## config.mk

```make
export PLATFORM = sky130hd
export DESIGN_NAME = rc4_key_search_ctrl
export DESIGN_NICKNAME = d
export VERILOG_FILES = /design/src/rtl/rc4_pkg.sv /design/src/rtl/rc4_sram_mux.sv /design/src/rtl/rc4_key_search_ctrl.sv
export SDC_FILE = /design/constraint.sdc
export NUM_CORES = 1
export LEC_CHECK = 0
export BUFFER_PORTS_ARGS = -buffer_cell sky130_fd_sc_hd__buf_2
export CELL_PAD_IN_SITES_DETAIL_PLACEMENT = 0
export CELL_PAD_IN_SITES_GLOBAL_PLACEMENT = 1
export CORE_UTILIZATION = 33
export DETAILED_ROUTE_END_ITERATION = 6
export PLACE_DENSITY_LB_ADDON = 0.12
export RECOVER_POWER = 25
export SETUP_SLACK_MARGIN = 0.15
export SKIP_CTS_REPAIR_TIMING = 1
export SYNTH_ARGS = -nofsm -noshare
export SYNTH_HDL_FRONTEND = slang
export SYNTH_SLANG_ARGS = --single-unit
```

## constraint.sdc

```tcl
create_clock -name clk -period 3.1 [get_ports clk]
set_input_delay 0.31 -clock clk [delete_from_list [all_inputs] [get_ports clk]]
set_output_delay 0.31 -clock clk [all_outputs]
set_load 0.01 [all_outputs]
```

## src/rtl/rc4_pkg.sv

```systemverilog
// -----------------------------------------------------------------------------
// rc4_pkg
// Shared types and constants for the RC4 key-search controller:
//   state_t      - sequencer states
//   owner_t      - which phase owns the single S-RAM port
//   CHAR_*       - printable-byte window used to accept a decrypted message
//   MSG_LENGTH_DEF - default number of decrypted bytes checked
// Helpers:
//   is_msg_char  - 1 when a byte is lower-case ASCII or a space
//   phase_owner  - S-RAM owner implied by a sequencer state
// -----------------------------------------------------------------------------
package rc4_pkg;

  typedef enum logic [3:0] {
    IDLE     = 4'd0,
    CLEAR    = 4'd1,
    INIT     = 4'd2,
    KSA      = 4'd3,
    PRGA     = 4'd4,
    CHK_ADDR = 4'd5,
    CHK_W1   = 4'd6,
    CHK_W2   = 4'd7,
    CHK_EVAL = 4'd8,
    NEXT_KEY = 4'd9,
    FOUND    = 4'd10,
    FAIL     = 4'd11
  } state_t;

  typedef enum logic [1:0] {
    OWN_NONE = 2'd0,
    OWN_INIT = 2'd1,
    OWN_KSA  = 2'd2,
    OWN_PRGA = 2'd3
  } owner_t;

  localparam logic [7:0] CHAR_LO = 8'h61;
  localparam logic [7:0] CHAR_HI = 8'h7A;
  localparam logic [7:0] CHAR_SP = 8'h20;

  localparam int MSG_LENGTH_DEF = 32;

  function automatic logic is_msg_char(input logic [7:0] b);
    return ((b >= CHAR_LO) && (b <= CHAR_HI)) || (b == CHAR_SP);
  endfunction

  function automatic owner_t phase_owner(input state_t st);
    owner_t own;
    case (st)
      INIT:    own = OWN_INIT;
      KSA:     own = OWN_KSA;
      PRGA:    own = OWN_PRGA;
      default: own = OWN_NONE;
    endcase
    return own;
  endfunction

endpackage

```

## src/rtl/rc4_sram_mux.sv

```systemverilog
// -----------------------------------------------------------------------------
// rc4_sram_mux
// Combinational 3:1 mux for the shared S-RAM port. The owner select picks one
// of the INIT / KSA / PRGA request sets; OWN_NONE parks the port (no write,
// address and data zero).
// Ports:
//   owner                          - current port owner
//   init_/ksa_/prga_ addr,wrdata,wren - per-phase S-RAM requests
//   s_addr, s_wrdata, s_wren       - muxed S-RAM port
// -----------------------------------------------------------------------------
module rc4_sram_mux
  import rc4_pkg::*;
(
  input  owner_t      owner,
  input  logic [7:0]  init_addr,
  input  logic [7:0]  init_wrdata,
  input  logic        init_wren,
  input  logic [7:0]  ksa_addr,
  input  logic [7:0]  ksa_wrdata,
  input  logic        ksa_wren,
  input  logic [7:0]  prga_addr,
  input  logic [7:0]  prga_wrdata,
  input  logic        prga_wren,
  output logic [7:0]  s_addr,
  output logic [7:0]  s_wrdata,
  output logic        s_wren
);

  // Select the owning phase's request; a non-owner can never write.
  always_comb begin
    s_addr   = 8'h00;
    s_wrdata = 8'h00;
    s_wren   = 1'b0;
    case (owner)
      OWN_INIT: begin
        s_addr   = init_addr;
        s_wrdata = init_wrdata;
        s_wren   = init_wren;
      end
      OWN_KSA: begin
        s_addr   = ksa_addr;
        s_wrdata = ksa_wrdata;
        s_wren   = ksa_wren;
      end
      OWN_PRGA: begin
        s_addr   = prga_addr;
        s_wrdata = prga_wrdata;
        s_wren   = prga_wren;
      end
      OWN_NONE: begin
        s_addr   = 8'h00;
        s_wrdata = 8'h00;
        s_wren   = 1'b0;
      end
      default: begin
        s_addr   = 8'h00;
        s_wrdata = 8'h00;
        s_wren   = 1'b0;
      end
    endcase
  end

endmodule

```

## src/rtl/rc4_key_search_ctrl.sv

```systemverilog
// -----------------------------------------------------------------------------
// rc4_key_search_ctrl
// Top-level sequencer for the RC4 cracking datapath. For each candidate key it
// runs S-array init, KSA and PRGA in order, owns the shared S-RAM port, then
// scans the decrypted message for printable text.
//
// Build option KEY_SEARCH_EN:
//   defined   - brute-force search from key 0 up to KEY_MAX; key_in ignored.
//   undefined - one pass with key = key_in; a failed check ends in FAIL.
//
// Ports:
//   clk, reset          - clock, asynchronous active-high reset
//   start               - one-cycle search start (ignored while busy)
//   key_in              - fixed key for the single-pass build
//   key                 - current candidate key (to the KSA)
//   sub_clear           - one-cycle clear pulse to all phase blocks
//   init/ksa/prga_start - one-cycle phase start pulses
//   init/ksa/prga_done  - latched phase-complete levels
//   init/ksa/prga_addr, _wrdata, _wren - per-phase S-RAM requests
//   s_addr, s_wrdata, s_wren - muxed S-RAM port
//   dec_addr, dec_rddata - decrypted-RAM read port (2-cycle read latency)
//   busy, found, exhausted - status
// -----------------------------------------------------------------------------
module rc4_key_search_ctrl
  import rc4_pkg::*;
#(
  parameter int                   KEY_WIDTH  = 24,
  parameter logic [KEY_WIDTH-1:0] KEY_MAX    = 24'h3FFFFF,
  parameter int                   MSG_LENGTH = MSG_LENGTH_DEF
)(
  input  logic                 clk,
  input  logic                 reset,
  input  logic                 start,
  input  logic [KEY_WIDTH-1:0] key_in,
  output logic [KEY_WIDTH-1:0] key,
  output logic                 sub_clear,
  output logic                 init_start,
  output logic                 ksa_start,
  output logic                 prga_start,
  input  logic                 init_done,
  input  logic                 ksa_done,
  input  logic                 prga_done,
  input  logic [7:0]           init_addr,
  input  logic [7:0]           ksa_addr,
  input  logic [7:0]           prga_addr,
  input  logic [7:0]           init_wrdata,
  input  logic [7:0]           ksa_wrdata,
  input  logic [7:0]           prga_wrdata,
  input  logic                 init_wren,
  input  logic                 ksa_wren,
  input  logic                 prga_wren,
  output logic [7:0]           s_addr,
  output logic [7:0]           s_wrdata,
  output logic                 s_wren,
  output logic [7:0]           dec_addr,
  input  logic [7:0]           dec_rddata,
  output logic                 busy,
  output logic                 found,
  output logic                 exhausted
);

  localparam logic [7:0]           IDX_LAST = 8'(MSG_LENGTH - 1);
  localparam logic [KEY_WIDTH-1:0] KEY_ONE  = {{(KEY_WIDTH-1){1'b0}}, 1'b1};

  state_t               state_r;
  state_t               state_s;
  owner_t               owner_r;
  logic [KEY_WIDTH-1:0] key_r;
  logic [KEY_WIDTH-1:0] start_key_s;
  logic [7:0]           idx_r;
  logic                 load_key_s;
  logic                 inc_key_s;
  logic                 inc_idx_s;
  logic                 clr_idx_s;
  logic                 sub_clear_r;
  logic                 init_start_r;
  logic                 ksa_start_r;
  logic                 prga_start_r;
  logic                 busy_r;
  logic                 found_r;
  logic                 exhausted_r;

`ifdef KEY_SEARCH_EN
  assign start_key_s = {KEY_WIDTH{1'b0}};
`else
  assign start_key_s = key_in;
`endif

  // Next-state and datapath-control decode. While a phase start pulse is
  // still high, a stale done from the previous use of that block is ignored.
  always_comb begin
    state_s    = state_r;
    load_key_s = 1'b0;
    inc_key_s  = 1'b0;
    inc_idx_s  = 1'b0;
    clr_idx_s  = 1'b0;
    case (state_r)
      IDLE, FOUND, FAIL: begin
        if (start) begin
          state_s    = CLEAR;
          load_key_s = 1'b1;
          clr_idx_s  = 1'b1;
        end else begin
          state_s = state_r;
        end
      end
      CLEAR: state_s = INIT;
      INIT: begin
        if (init_done && !init_start_r) begin
          state_s = KSA;
        end else begin
          state_s = INIT;
        end
      end
      KSA: begin
        if (ksa_done && !ksa_start_r) begin
          state_s = PRGA;
        end else begin
          state_s = KSA;
        end
      end
      PRGA: begin
        if (prga_done && !prga_start_r) begin
          state_s = CHK_ADDR;
        end else begin
          state_s = PRGA;
        end
      end
      CHK_ADDR: state_s = CHK_W1;
      CHK_W1:   state_s = CHK_W2;
      CHK_W2:   state_s = CHK_EVAL;
      CHK_EVAL: begin
        if (is_msg_char(dec_rddata)) begin
          if (idx_r == IDX_LAST) begin
            state_s = FOUND;
          end else begin
            inc_idx_s = 1'b1;
            state_s   = CHK_ADDR;
          end
        end else begin
`ifdef KEY_SEARCH_EN
          state_s = NEXT_KEY;
`else
          state_s = FAIL;
`endif
        end
      end
      NEXT_KEY: begin
        // Saturate at KEY_MAX rather than wrapping back to key 0.
        if (key_r == KEY_MAX) begin
          state_s = FAIL;
        end else begin
          inc_key_s = 1'b1;
          clr_idx_s = 1'b1;
          state_s   = CLEAR;
        end
      end
      default: state_s = IDLE;
    endcase
  end

  // State and S-RAM owner move on the same edge, so the port never idles
  // between phases.
  always_ff @(posedge clk or posedge reset) begin
    if (reset) begin
      state_r <= IDLE;
      owner_r <= OWN_NONE;
    end else begin
      state_r <= state_s;
      owner_r <= phase_owner(state_s);
    end
  end

  // Registered pulses and status flags, decoded from the state being entered.
  always_ff @(posedge clk or posedge reset) begin
    if (reset) begin
      sub_clear_r  <= 1'b0;
      init_start_r <= 1'b0;
      ksa_start_r  <= 1'b0;
      prga_start_r <= 1'b0;
      busy_r       <= 1'b0;
      found_r      <= 1'b0;
      exhausted_r  <= 1'b0;
    end else begin
      sub_clear_r  <= (state_s == CLEAR);
      init_start_r <= (state_s == INIT) && (state_r != INIT);
      ksa_start_r  <= (state_s == KSA)  && (state_r != KSA);
      prga_start_r <= (state_s == PRGA) && (state_r != PRGA);
      busy_r       <= !(state_s inside {IDLE, FOUND, FAIL});
      found_r      <= (state_s == FOUND);
      exhausted_r  <= (state_s == FAIL);
    end
  end

  // Candidate key: loaded on start, advanced only when leaving NEXT_KEY.
  always_ff @(posedge clk or posedge reset) begin
    if (reset) begin
      key_r <= {KEY_WIDTH{1'b0}};
    end else if (load_key_s) begin
      key_r <= start_key_s;
    end else if (inc_key_s) begin
      key_r <= key_r + KEY_ONE;
    end
  end

  // Checker byte index; it doubles as the decrypted-RAM read address.
  always_ff @(posedge clk or posedge reset) begin
    if (reset) begin
      idx_r <= 8'h00;
    end else if (clr_idx_s) begin
      idx_r <= 8'h00;
    end else if (inc_idx_s) begin
      idx_r <= idx_r + 8'h01;
    end
  end

  rc4_sram_mux u_sram_mux (
    .owner       (owner_r),
    .init_addr   (init_addr),
    .init_wrdata (init_wrdata),
    .init_wren   (init_wren),
    .ksa_addr    (ksa_addr),
    .ksa_wrdata  (ksa_wrdata),
    .ksa_wren    (ksa_wren),
    .prga_addr   (prga_addr),
    .prga_wrdata (prga_wrdata),
    .prga_wren   (prga_wren),
    .s_addr      (s_addr),
    .s_wrdata    (s_wrdata),
    .s_wren      (s_wren)
  );

  assign key        = key_r;
  assign dec_addr   = idx_r;
  assign sub_clear  = sub_clear_r;
  assign init_start = init_start_r;
  assign ksa_start  = ksa_start_r;
  assign prga_start = prga_start_r;
  assign busy       = busy_r;
  assign found      = found_r;
  assign exhausted  = exhausted_r;

endmodule

```

After elaboration in Yosys (flattened, before gate mapping)
Index checks and enable logic that the tools add are counted.
- logic and storage cells: 84
- input port bits: 89
- register bits after elaboration: 45
- memories: 0
- bits in read-only memories: 0
- bits in latches: 0
- output and inout bits: 56
- bits in writable memories: 0
- reductions and logical operators: 19
- order comparisons: 2
- bitwise operators: 0
- add/subtract/negate cells: 2
- shift operators: 0
- equality and inequality tests: 26
- divide/modulo/power cells: 0
- multipliers: 0
- multiplexer cells: 24
- operators with widths (operator ; number):
    case mux 8 bit (4 select lines) ; 2
    two-way mux 24 bit ; 2
    case mux 4 bit (10 select lines) ; 1
    adder 24 x 1 -> 24 bit, second input constant ; 1
    == test 24 x 22 -> 1 bit, second input constant ; 1
    == test 4 bit, second input constant ; 6
    == test 4 x 3 -> 1 bit, second input constant ; 5
    == test 4 x 2 -> 1 bit, second input constant ; 4
    two-way mux 4 bit ; 4
    two-way mux 8 bit ; 2
    two-way mux 1 bit ; 9
    adder 8 x 1 -> 8 bit, second input constant ; 1
    == test 4 x 1 -> 1 bit, second input constant ; 2
    == test 8 x 5 -> 1 bit, second input constant ; 1
    == test 8 x 6 -> 1 bit, second input constant ; 1
    greater-or-equal comparator 8 x 7 -> 1 bit, second input constant ; 1
    <= comparator 8 x 7 -> 1 bit, second input constant ; 1
    logical NOT 4 bit ; 2
    != test 4 x 2 -> 1 bit, second input constant ; 2
    logical AND 1 bit ; 7
    case mux 2 bit (3 select lines) ; 1
    == test 2 bit, second input constant ; 2
    logical NOT 1 bit ; 4
    != test 4 x 3 -> 1 bit, second input constant ; 1
    9 further kinds ; 10

Depth between registers and ports, before layout
Gate-level depths: netlist (run 1).
- word-level depth: 8
- depth in mapped cells: 8
- gate-level depth less buffers: 7

Cells and area by module
A second synthesis (run 1) with hierarchy kept.
- cell total of the unflattened synthesis: 333
- area total of the unflattened synthesis: 3072.9 um^2
- by module, submodules not included (module ; instances ; area an instance (um^2) ; sequential area each (um^2) ; cells an instance):
    rc4_key_search_ctrl ; 1 ; 2618.8 ; 1126.1 ; 292
    rc4_sram_mux ; 1 ; 454.2 ; 0.0 ; 41

Worst setup path after synthesis (run 1)
Ideal clock, no wire load.
- path kind: register -> register
- start point: reg key_r[0] (netlist: key[0])
- end point: reg idx_r[6] (netlist: dec_addr[6])
- data required time: 3.037 ns
- period minus slack after synthesis: 2.216 ns
- arrival: 2.152 ns
- path buffers: 1
- setup slack: 0.884 ns
- cell stages (with the launch flop): 8
- cells stage by stage: dfrtp_1 -> ha_1 -> nand3_1 -> or4_1 -> clkbuf_1 -> o21ai_2 -> nand2_1 -> o21ba_2
- longest elaborated chain between the ends: 4
- elaborated cells on any way between the ends: 5
- those cells by class: eq/ne (1); mux (3); reduce/logical (1)
- ends and longest elaborated chain (what ; line ; text):
    start, declared ; rc4_key_search_ctrl.sv:68 ; logic [KEY_WIDTH-1:0] key_r;
    start signal, assigned ; rc4_key_search_ctrl.sv:198 ; key_r <= {KEY_WIDTH{1'b0}};
    start signal, assigned ; rc4_key_search_ctrl.sv:200 ; key_r <= start_key_s;
    start signal, assigned ; rc4_key_search_ctrl.sv:202 ; key_r <= key_r + KEY_ONE;
    == test 24 x 22 -> 1 bit * ; rc4_key_search_ctrl.sv:150 ; if (key_r == KEY_MAX) begin
    two-way mux 1 bit * ; rc4_key_search_ctrl.sv:150 ;
    case mux 1 bit (2 select lines) * ; rc4_key_search_ctrl.sv:97 ; case (state_r)
    two-way mux 8 bit or nonzero test 2 bit (tied branches) ; n/a ;
    end signal, assigned ; rc4_key_search_ctrl.sv:213 ; idx_r <= idx_r + 8'h01;
    end, declared ; rc4_key_search_ctrl.sv:70 ; logic [7:0] idx_r;
Mark *: on every way between the ends. The rest lies on a longest branch, timed or not.
A chain may end at the register's enable or synchronous reset.

Worst setup path after layout (run 1)
Ends and elaborated chain as after synthesis.

==> results of run 1 <==
[tightest hold or removal path, cell delays in order]
cell and delay [ns]:
buf_2 0.07, nand2_1 0.03, o21ai_0 0.06
[cells in the mapped netlist, drive strengths merged (4+ instances only)]
| library cell | n | area (um^2) |
|---|---|---|
| xnor2 | 15 | 131.4 |
| nor4 | 9 | 62.56 |
| nand3 | 16 | 80.08 |
| clkbuf | 14 | 52.55 |
| a31oi | 5 | 31.28 |
| dfrtp | 45 | 1126 |
| nand2 | 28 | 105.1 |
| mux2 | 17 | 191.4 |
| o21ai | 18 | 93.84 |
| a211oi | 4 | 30.03 |
| and3 | 4 | 25.02 |
| o211ai | 5 | 37.54 |
| inv | 9 | 33.78 |
| nor2 | 22 | 82.58 |
| o31ai | 4 | 35.03 |
| or3 | 10 | 62.56 |
| a22o | 17 | 148.9 |
| nor3 | 8 | 40.04 |
| a21oi | 22 | 110.1 |
| nand4 | 5 | 37.53 |
| buf | 5 | 40.04 |
[per-layer routing]
metal / GRT usage (%) / wire, um / vias to the layer above
met5: 0 / 0 / -
li1: - / - / 1497
met4: 3.559 / 54 / 0
met3: 3.251 / 430 / 5
met1: 24.83 / 4062 / 1386
met2: 29.52 / 3989 / 109
[registers in the layout, summed over array words and instances, names as in the netlist]
signal and cells:
key 24, dec_addr 8, state_r 4, owner_r 2
busy 1, exhausted 1, found 1, init_start 1
ksa_start 1, prga_start 1, sub_clear 1
[cell families after synthesis]
family	count (synthesis)	share of synthesized area [%]
AND/OR/NAND/NOR	124	23.41
AO/OA/AOI/OAI	90	20.96
flip-flops	45	38.04
buffers and inverters	28	4.269
multiplexers	19	7.143
XOR/XNOR	18	5.326
adder cells (fa/ha/maj)	2	0.8452
[cell type report]
| class | count | area share, % |
|---|---|---|
| Multi-Input combinational cell | 253 | 44.20 |
| Sequential cell | 45 | 29.06 |
| Clock inverter | 1 | 0.1292 |
| Clock buffer | 7 | 2.486 |
| Timing Repair Buffer | 150 | 19.76 |
| Inverter | 9 | 0.8718 |
| Tap cell | 108 | 3.487 |
[final timing paths]
check                       startpoint  slack, ns  cells past startpoint     endpoint
setup / recovery                key[0]       0.53                      6  dec_addr[6]
hold / removal               key_in[9]       0.21                      3       key[9]
setup reg to reg                key[0]       0.53                      6  dec_addr[6]
hold reg to reg            dec_addr[7]       0.57                      2  dec_addr[7]
max in group asynchronous        reset       1.56                      2      key[19]
min in group asynchronous        reset       0.54                      2      key[15]
[stage by stage]
step | util, % | hold WS, ns | setup WS [ns] | cell area (um^2) | std cells
global placement | 43.27 | 0.5154 | 0.6708 | 3774 | 565
floorplan | - | 0.4268 | 0.8845 | 2960 | 326
finish | 44.43 | 0.2078 | 0.5268 | 3875 | 573
detailed placement | 43.27 | 0.5234 | 0.5646 | 3774 | 565
CTS | 44.43 | 0.2051 | 0.5270 | 3875 | 573
global route | 44.43 | 0.2116 | 0.3934 | 3875 | 573
[power groups by stage]
stage	clock network, W	registers, W	logic [W]
2_1_floorplan	0	0.00108	0.000991
4_1_cts	0.000419	0.00114	0.00148
6_report	0.000404	0.00114	0.00146
5_1_grt	0.000443	0.00118	0.00163
3_5_place_dp	0	0.00115	0.00148
3_3_place_gp	0	0.00114	0.00147
==> impl_metrics.csv, run 1 <==
group,metric,value,unit
clock_network,cts_made_buffers,5,
synthesis,seq_area_frac_synth,38.04,%
worst_setup_path,cp_cell_sequence,"ha_1 -> nand3_1 -> or4_1 -> o21ai_2 -> nand2_1 -> o21ba_2",
timing,worstMarginPinSlew,1.722,ns
synthesis,ys_ff_latch,45,
place,gp_congestion,0.8247,
worst_setup_path,slowest_stage,"or4_1",
synthesis,synth_ff_type,"dfrtp_1",
floorplanning,start_util,33.95,%
finish,num_antenna_cells,0,
global_routing,grt_remaining_overflow,0,
finish,final_cell_mix,"buf_2 (144), dfrtp_1 (45), nand2_1 (28)",
synthesis,synth_edf_count,0,
clock_network,clk_latency,0.30,ns
power_and_ir_drop,comb_power_share,48.7,%
timing,setup_viol,0,
clock_network,cts_buffer_depth,2,
worst_setup_path,startpoint_type,"register",
worst_hold_path,hp-class,"primary input to register",
power_and_ir_drop,internal_power,0.001707,W
drt,routedWlPerCell,14.90,um
finish,drive_gt1_share,40.00,%
clock_network,clk_pin_slew_worst_paths,0.09,ns
drt,first_iter_violations,162,
synthesis,syn_nets,417,
power_and_ir_drop,power,0.003005,W
worst_setup_path,worstPathArrival,2.81,ns
timing,fin_crit,2.573,ns
clock_network,htree_levels,2,
timing,finClkSkew,0.01027,ns
power_and_ir_drop,pwr-share-clk,13.4,%
synthesis,syn-cell-area,0.002960,mm^2
floorplanning,coreArea,0.008721,mm^2
timing,finalSetupTns,0,ns
finish,layout_commonest_cell,"buf_2",
power_and_ir_drop,p_per_area,775.5,mW/mm^2
power_and_ir_drop,cellLeakagePower,1.797,nW
drt,dr.pass1.iters,4,
floorplanning,rows,34,
timing,period_share,83.01,%
synthesis,syn_area_per_cell,9.081,um^2
drt,via_count,2997,
floorplanning,ios,145,
synthesis,synth.distinct_cells,55,
drt,ant_nets,0,
worst_setup_path,cpPeakStageDelay,0.76,ns
global_routing,track_usage,17.98,%
place,hpwlAfterDp,6517,um
power_and_ir_drop,p_seq_share,37.8,%
floorplanning,die_w,96.72,um
power_and_ir_drop,swShare,43.20,%
finish,n_fill_cell,914,
timing,hold_viol,0,
finish,area.growth.synth_to_final,30.90,%
finish,multi_input_area,0.001713,mm^2
place,numPortBuffers,144,
floorplanning,die_h,96.72,um
worst_setup_path,cp_num_buf_inv,0,
worst_setup_path,required,3.34,ns
synthesis,synth-async-reset-ratio,100.0,%
global_routing,grt_antenna_before_repair,0,
clock_network,cts-root-buf,"clkbuf_8",
timing,rsz0062_at_grt,"false",
drt,drcViolationCount,0,
power_and_ir_drop,ir_drop,0.3344,mV
drt,viasPerCell,5.230,
clock_network,cts_tree,"done",
outcome,violations,"max-capacitance violations, max-slew violations",
worst_setup_path,crit_family,"simple AND/OR/NAND/NOR gates",
run,maxCapViolCount,1,
timing,clock.fmax,388.6,MHz
worst_setup_path,crit_path_max_fanout,9,
synthesis,yosys_warnings,0,
outcome,status,"complete, but fails checks",
finish,register_area,0.001126,mm^2
floorplanning,die-area,0.009354,mm^2
global_routing,grt_pass1_wl,13790,um
drt,wirelength,8536,um
power_and_ir_drop,switchingPower,0.001298,W
worst_setup_path,path_class,"register to register",
timing,drv_slew,46,
synthesis,syn_inst,326,
timing,slew_headroom,-14.90,%
global_routing,grt_pass1_vias,2789,
worst_setup_path,end_kind,"register",
clock_network,cts.sinks,45,
global_routing,grt_max_degree,46,
finish,final_nets,555,
Note: power is estimated with default switching activity, not from simulation.
==> inputs of run 2 (changes only) <==
CORE_UTILIZATION = 30   (was 33)
clock period = 2.3 ns   (was 3.1 ns; I/O delays follow)
==> run 2 against run 1 <==
Effect of this change: the flow now finishes without violations; die area up 9.8%; combinational power up 51%; hold slack worse by 0.083 ns; sequential power up 27%; sequential share of layout area down 2.1 points; flip-flop and latch count unchanged; non-clock buffer count up 28; global-route usage down 0.75 points; critical path depth down 1; register-to-register slack worse by 0.32 ns; critical path type unchanged; critical endpoint is now dec_addr[5]; largest power group unchanged.
==> impl_metrics.csv, run 2 (synthesis results as in run 1) <==
group,metric,value,unit
outcome,status,"finished clean",
timing,worstMarginPinSlew,0.9847,ns
drt,routedWlPerCell,14.61,um
timing,layout_setup_ws,0.2071,ns
global_routing,grt_pass1_vias,2961,
run,maxCapViolCount,0,
drt,wirelength,9089,um
finish,num_antenna_cells,0,
place,dp_cells,608,
global_routing,grt_max_degree,28,
worst_setup_path,worstPathArrival,2.33,ns
timing,rsz0062_at_grt,"true",
clock_network,cts_tree,"done",
clock_network,clk_pin_slew_worst_paths,0.10,ns
worst_setup_path,crit_path_max_fanout,8,
timing,fin_crit,2.093,ns
power_and_ir_drop,cellLeakagePower,1.900,nW
place,hpwlAfterDp,6979,um
floorplanning,start_util,31.44,%
clock_network,cts_buffer_depth,2,
finish,final_nets,583,
timing,finalSetupTns,0,ns
timing,finClkSkew,0.009072,ns
finish,multi_input_area,0.001764,mm^2
power_and_ir_drop,p_per_area,1050,mW/mm^2
global_routing,grt_pass1_wl,14000,um
place,placed_area,0.003974,mm^2
clock_network,htree_levels,2,
global_routing,grt_antenna_before_repair,0,
finish,design_area,0.004189,mm^2
timing,drv_slew,0,
finish,final_cell_mix,"buf_2 (131), dfrtp_1 (42), buf_4 (33)",
finish,area.growth.synth_to_final,41.50,%
worst_hold_path,hp-class,"primary input to register",
place,dp_slack,0.1003,ns
worst_setup_path,path_class,"register to register",
drt,viasPerCell,5.021,
clock_network,cts_made_buffers,5,
global_routing,track_usage,17.23,%
drt,drcViolationCount,0,
floorplanning,die-area,0.01027,mm^2
timing,clock.fmax,477.8,MHz
finish,n_fill_cell,959,
drt,first_iter_violations,78,
finish,fin_cells,622,
finish,layout_commonest_cell,"buf_2",
worst_setup_path,startpoint_type,"register",
finish,register_area,0.001130,mm^2
timing,period_share,90.99,%
clock_network,cts-root-buf,"clkbuf_8",
timing,hold_viol,0,
power_and_ir_drop,ir_drop,0.4780,mV
floorplanning,rows,35,
clock_network,cts.sinks,45,
floorplanning,die_w,101.3,um
worst_setup_path,end_kind,"register",
drt,dr.pass1.iters,4,
timing,slew_headroom,34.28,%
place,gp_congestion,0.7585,
global_routing,grt_remaining_overflow,0,
floorplanning,coreArea,0.009415,mm^2
finish,drive_gt1_share,42.80,%
place,numPortBuffers,144,
drt,ant_nets,0,
timing,setup_viol,0,
floorplanning,die_h,101.3,um
clock_network,clk_latency,0.30,ns
drt,via_count,3123,
finish,largest_reg_flops,24,
worst_setup_path,required,2.53,ns
floorplanning,ios,145,
[run 2: cell types whose count changed in the layout (fill, tap and decap cells not counted), moves of 3 or more]
| cell | delta |
|---|---|
| buf_2 | -13 |
| buf_4 | +27 |
| clkbuf_1 | +13 |
| dfrtp_1 | -3 |
| dfrtp_2 | +3 |
[run 2: cell type report]
class	instances	share of cell area, %
tap	129	3.853
multi-input combinational	253	42.11
timing repair buffer	178	22.97
inverter	9	0.8065
clock buffer	5	1.643
clock inverter	3	1.643
sequential	45	26.97
[run 2: final timing paths]
check	start	end	slack (ns)	cells past startpoint
max reg2reg	state_r[2]	dec_addr[5]	0.21	5
min	key_in[6]	key[6]	0.12	3
max	state_r[2]	dec_addr[5]	0.21	5
min in group asynchronous	reset	key[1]	0.69	3
min reg2reg	key[18]	key[18]	0.58	1
max in group asynchronous	reset	key[16]	0.84	4
[run 2: metal layers]
layer / vias to the layer above / wire length [um] / global-route usage [%]
met5: - / 0 / 0
met4: 0 / 38 / 4.013
met3: 2 / 527 / 3.037
met2: 99 / 4294 / 28.52
met1: 1467 / 4229 / 23.41
li1: 1555 / - / -
[run 2: where the power goes]
part	switching (W)	internal, W	total [W]
Sequential	0.000363	0.00109	0.00145
Combinational	0.00116	0.00105	0.00221
Clock	0.000300	0.000438	0.000738
Total	0.00182	0.00257	0.00440
[run 2: stage by stage]
stage	power (W)	hold slack, ns	util, %
after floorplan	0.002803	0.3468	-
after global placement	0.003655	0.3083	42.21
after detailed placement	0.003664	0.3107	42.21
after CTS	0.004419	-0.02991	43.67
after global routing	0.004733	0.1251	44.49
final	0.004397	0.1244	44.49
[run 2: worst max-delay path, stage by stage (launching register included)]
cell and delay [ns]:
dfrtp_1 0.42, nor4b_4 0.39, o31ai_4 0.15, or3_4 0.43, or4_1 0.48, a21oi_1 0.15
==> inputs of run 3 (changes only) <==
CORE_UTILIZATION = 33   (was 30)
clock period = 2.4 ns   (was 2.3 ns; I/O delays follow)
==> run 3 against run 2 <==
Effect of this change: fmax is essentially flat; sequential power fell by 8%; global-route usage up 1.4 points; clock-buffer cell count stayed put; die area shrank 8.9%; largest power group unchanged; design area decreased by 4.4%; clock skew grew 0.0060 ns; first-iteration DRC count is 92% higher; routed wire length shrank 2.6%; flip-flop and latch count did not move; worst setup slack gained 0.10 ns.
==> impl_metrics.csv, run 3 (synthesis results as in run 1) <==
group,metric,value,unit
outcome,status,"finished clean",
timing,period_share,87.20,%
timing,fin_crit,2.093,ns
worst_setup_path,path_class,"register to register",
worst_setup_path,crit_cells,5,
worst_setup_path,end_kind,"register",
clock_network,clk_latency,0.30,ns
worst_setup_path,crit-reg2reg-launch,"state_r[2]",
clock_network,cts_made_buffers,5,
timing,hold_viol,0,
worst_setup_path,required,2.62,ns
timing,worstMarginPinSlew,1.129,ns
floorplanning,ios,145,
timing,rsz0062_at_grt,"false",
floorplanning,start_util,33.95,%
worst_setup_path,r2r-end,"dec_addr[7]",
timing,setup_viol,0,
global_routing,track_usage,18.58,%
drt,via_count,3147,
worst_hold_path,hp-class,"primary input to register",
drt,dr.pass1.iters,4,
worst_setup_path,cpPeakStageDelay,0.48,ns
clock_network,cts.sinks,45,
clock_network,cts-root-buf,"clkbuf_8",
worst_setup_path,cp_num_buf_inv,0,
finish,drive_gt1_share,42.74,%
run,maxCapViolCount,0,
global_routing,grt_pass1_wl,14350,um
finish,final_cell_mix,"buf_2 (144), dfrtp_1 (44), nand2_1 (28)",
worst_setup_path,crit_path_max_fanout,7,
finish,layout_commonest_cell,"buf_2",
finish,n_fill_cell,889,
timing,finalSetupTns,0,ns
worst_setup_path,slowest_stage,"or4_1",
power_and_ir_drop,cellLeakagePower,1.862,nW
timing,clock.fmax,477.8,MHz
timing,finClkSkew,0.01512,ns
worst_setup_path,worstPathArrival,2.31,ns
finish,num_antenna_cells,0,
power_and_ir_drop,ir_drop,0.3869,mV
worst_setup_path,rrSetupSlack,0.31,ns
global_routing,grt_max_degree,29,
worst_setup_path,reg2reg_depth,5,
finish,largest_reg_flops,24,
floorplanning,die-area,0.009354,mm^2
place,hpwlAfterDp,6911,um
floorplanning,rows,34,
floorplanning,coreArea,0.008721,mm^2
drt,drcViolationCount,0,
worst_setup_path,startpoint_type,"register",
drt,ant_nets,0,
global_routing,grt_antenna_before_repair,0,
timing,drv_slew,0,
place,gp_congestion,0.8117,
drt,first_iter_violations,150,
worst_setup_path,cp-endpoint,"dec_addr[7]",
global_routing,grt_remaining_overflow,0,
clock_network,clk_pin_slew_worst_paths,0.09,ns
clock_network,cts_buffer_depth,2,
timing,slew_headroom,24.66,%
power_and_ir_drop,power,0.003919,W
finish,area.growth.synth_to_final,35.33,%
finish,final_nets,574,
global_routing,grt_pass1_vias,2920,
drt,wirelength,8850,um
drt,viasPerCell,5.334,
clock_network,htree_levels,2,
floorplanning,die_w,96.72,um
worst_setup_path,cp_cell_sequence,"nor4b_4 -> o31ai_4 -> or3_4 -> or4_1 -> a21oi_1",
worst_setup_path,setup.worst_path.start,"state_r[2]",
floorplanning,die_h,96.72,um
clock_network,cts_tree,"done",
drt,routedWlPerCell,15.00,um
worst_setup_path,crit_family,"simple AND/OR/NAND/NOR gates",
power_and_ir_drop,p_per_area,978.2,mW/mm^2
place,numPortBuffers,144,
-- run 3: power breakdown --
group          internal (W)  switching (W)  total (W)
Combinational      0.000996        0.00114    0.00214
Clock              0.000192       0.000254   0.000447
Sequential          0.00104       0.000294    0.00133
Total               0.00223        0.00169    0.00392
-- run 3: worst register-to-register path, cell delays in order, from the launching register on --
cell and delay [ns]:
dfrtp_1 0.41, nor4b_4 0.41, o31ai_4 0.14, or3_4 0.44, or4_1 0.48, a21oi_1 0.15
-- run 3: area by class of cell --
| cell class | instances | area (um^2) | area share [%] |
|---|---|---|---|
| multi-input cells | 253 | 1735 | 43.32 |
| clock buffers | 5 | 68.82 | 1.718 |
| flip-flops and latches | 45 | 1127 | 28.14 |
| repair buffers | 169 | 900.9 | 22.49 |
| clock inverters | 1 | 5.005 | 0.1249 |
| well taps | 108 | 135.1 | 3.373 |
| inverters | 9 | 33.78 | 0.8432 |
-- run 3: worst min path at each step --
| stage | start | end | slack (ns) | cells after the start |
|---|---|---|---|---|
| global route | key_in[23] | key[23] | 0.14 | 3 |
| CTS | reset | key[15] | 0.04 | 2 |
| floorplan | key_in[10] | key[10] | 0.36 | 2 |
| finish | key_in[21] | key[21] | 0.14 | 3 |
| detailed placement | reset | key[3] | 0.36 | 2 |
| global placement | reset | key[1] | 0.35 | 2 |
-- run 3: layer usage --
layer | wire length, um | vias to the layer above | track usage (%)
met5 | 0 | - | 0
met4 | 91 | 0 | 3.789
met3 | 611 | 7 | 3.035
met2 | 4080 | 130 | 29.96
met1 | 4066 | 1477 | 26.33
li1 | - | 1533 | -
-- run 3: through the flow --
| stage | instance area, um^2 | setup slack (ns) | std cells | hold WS [ns] | util (%) |
|---|---|---|---|---|---|
| CTS | 3975 | 0.06266 | 588 | 0.03672 | 45.58 |
| finish | 4006 | 0.3071 | 590 | 0.1389 | 45.94 |
| global route | 4006 | 0.1546 | 590 | 0.1419 | 45.94 |
| floorplan | 2960 | 0.1845 | 326 | 0.3568 | - |
| detailed placement | 3901 | 0.1779 | 582 | 0.3568 | 44.73 |
| global placement | 3901 | 0.2347 | 582 | 0.3538 | 44.73 |
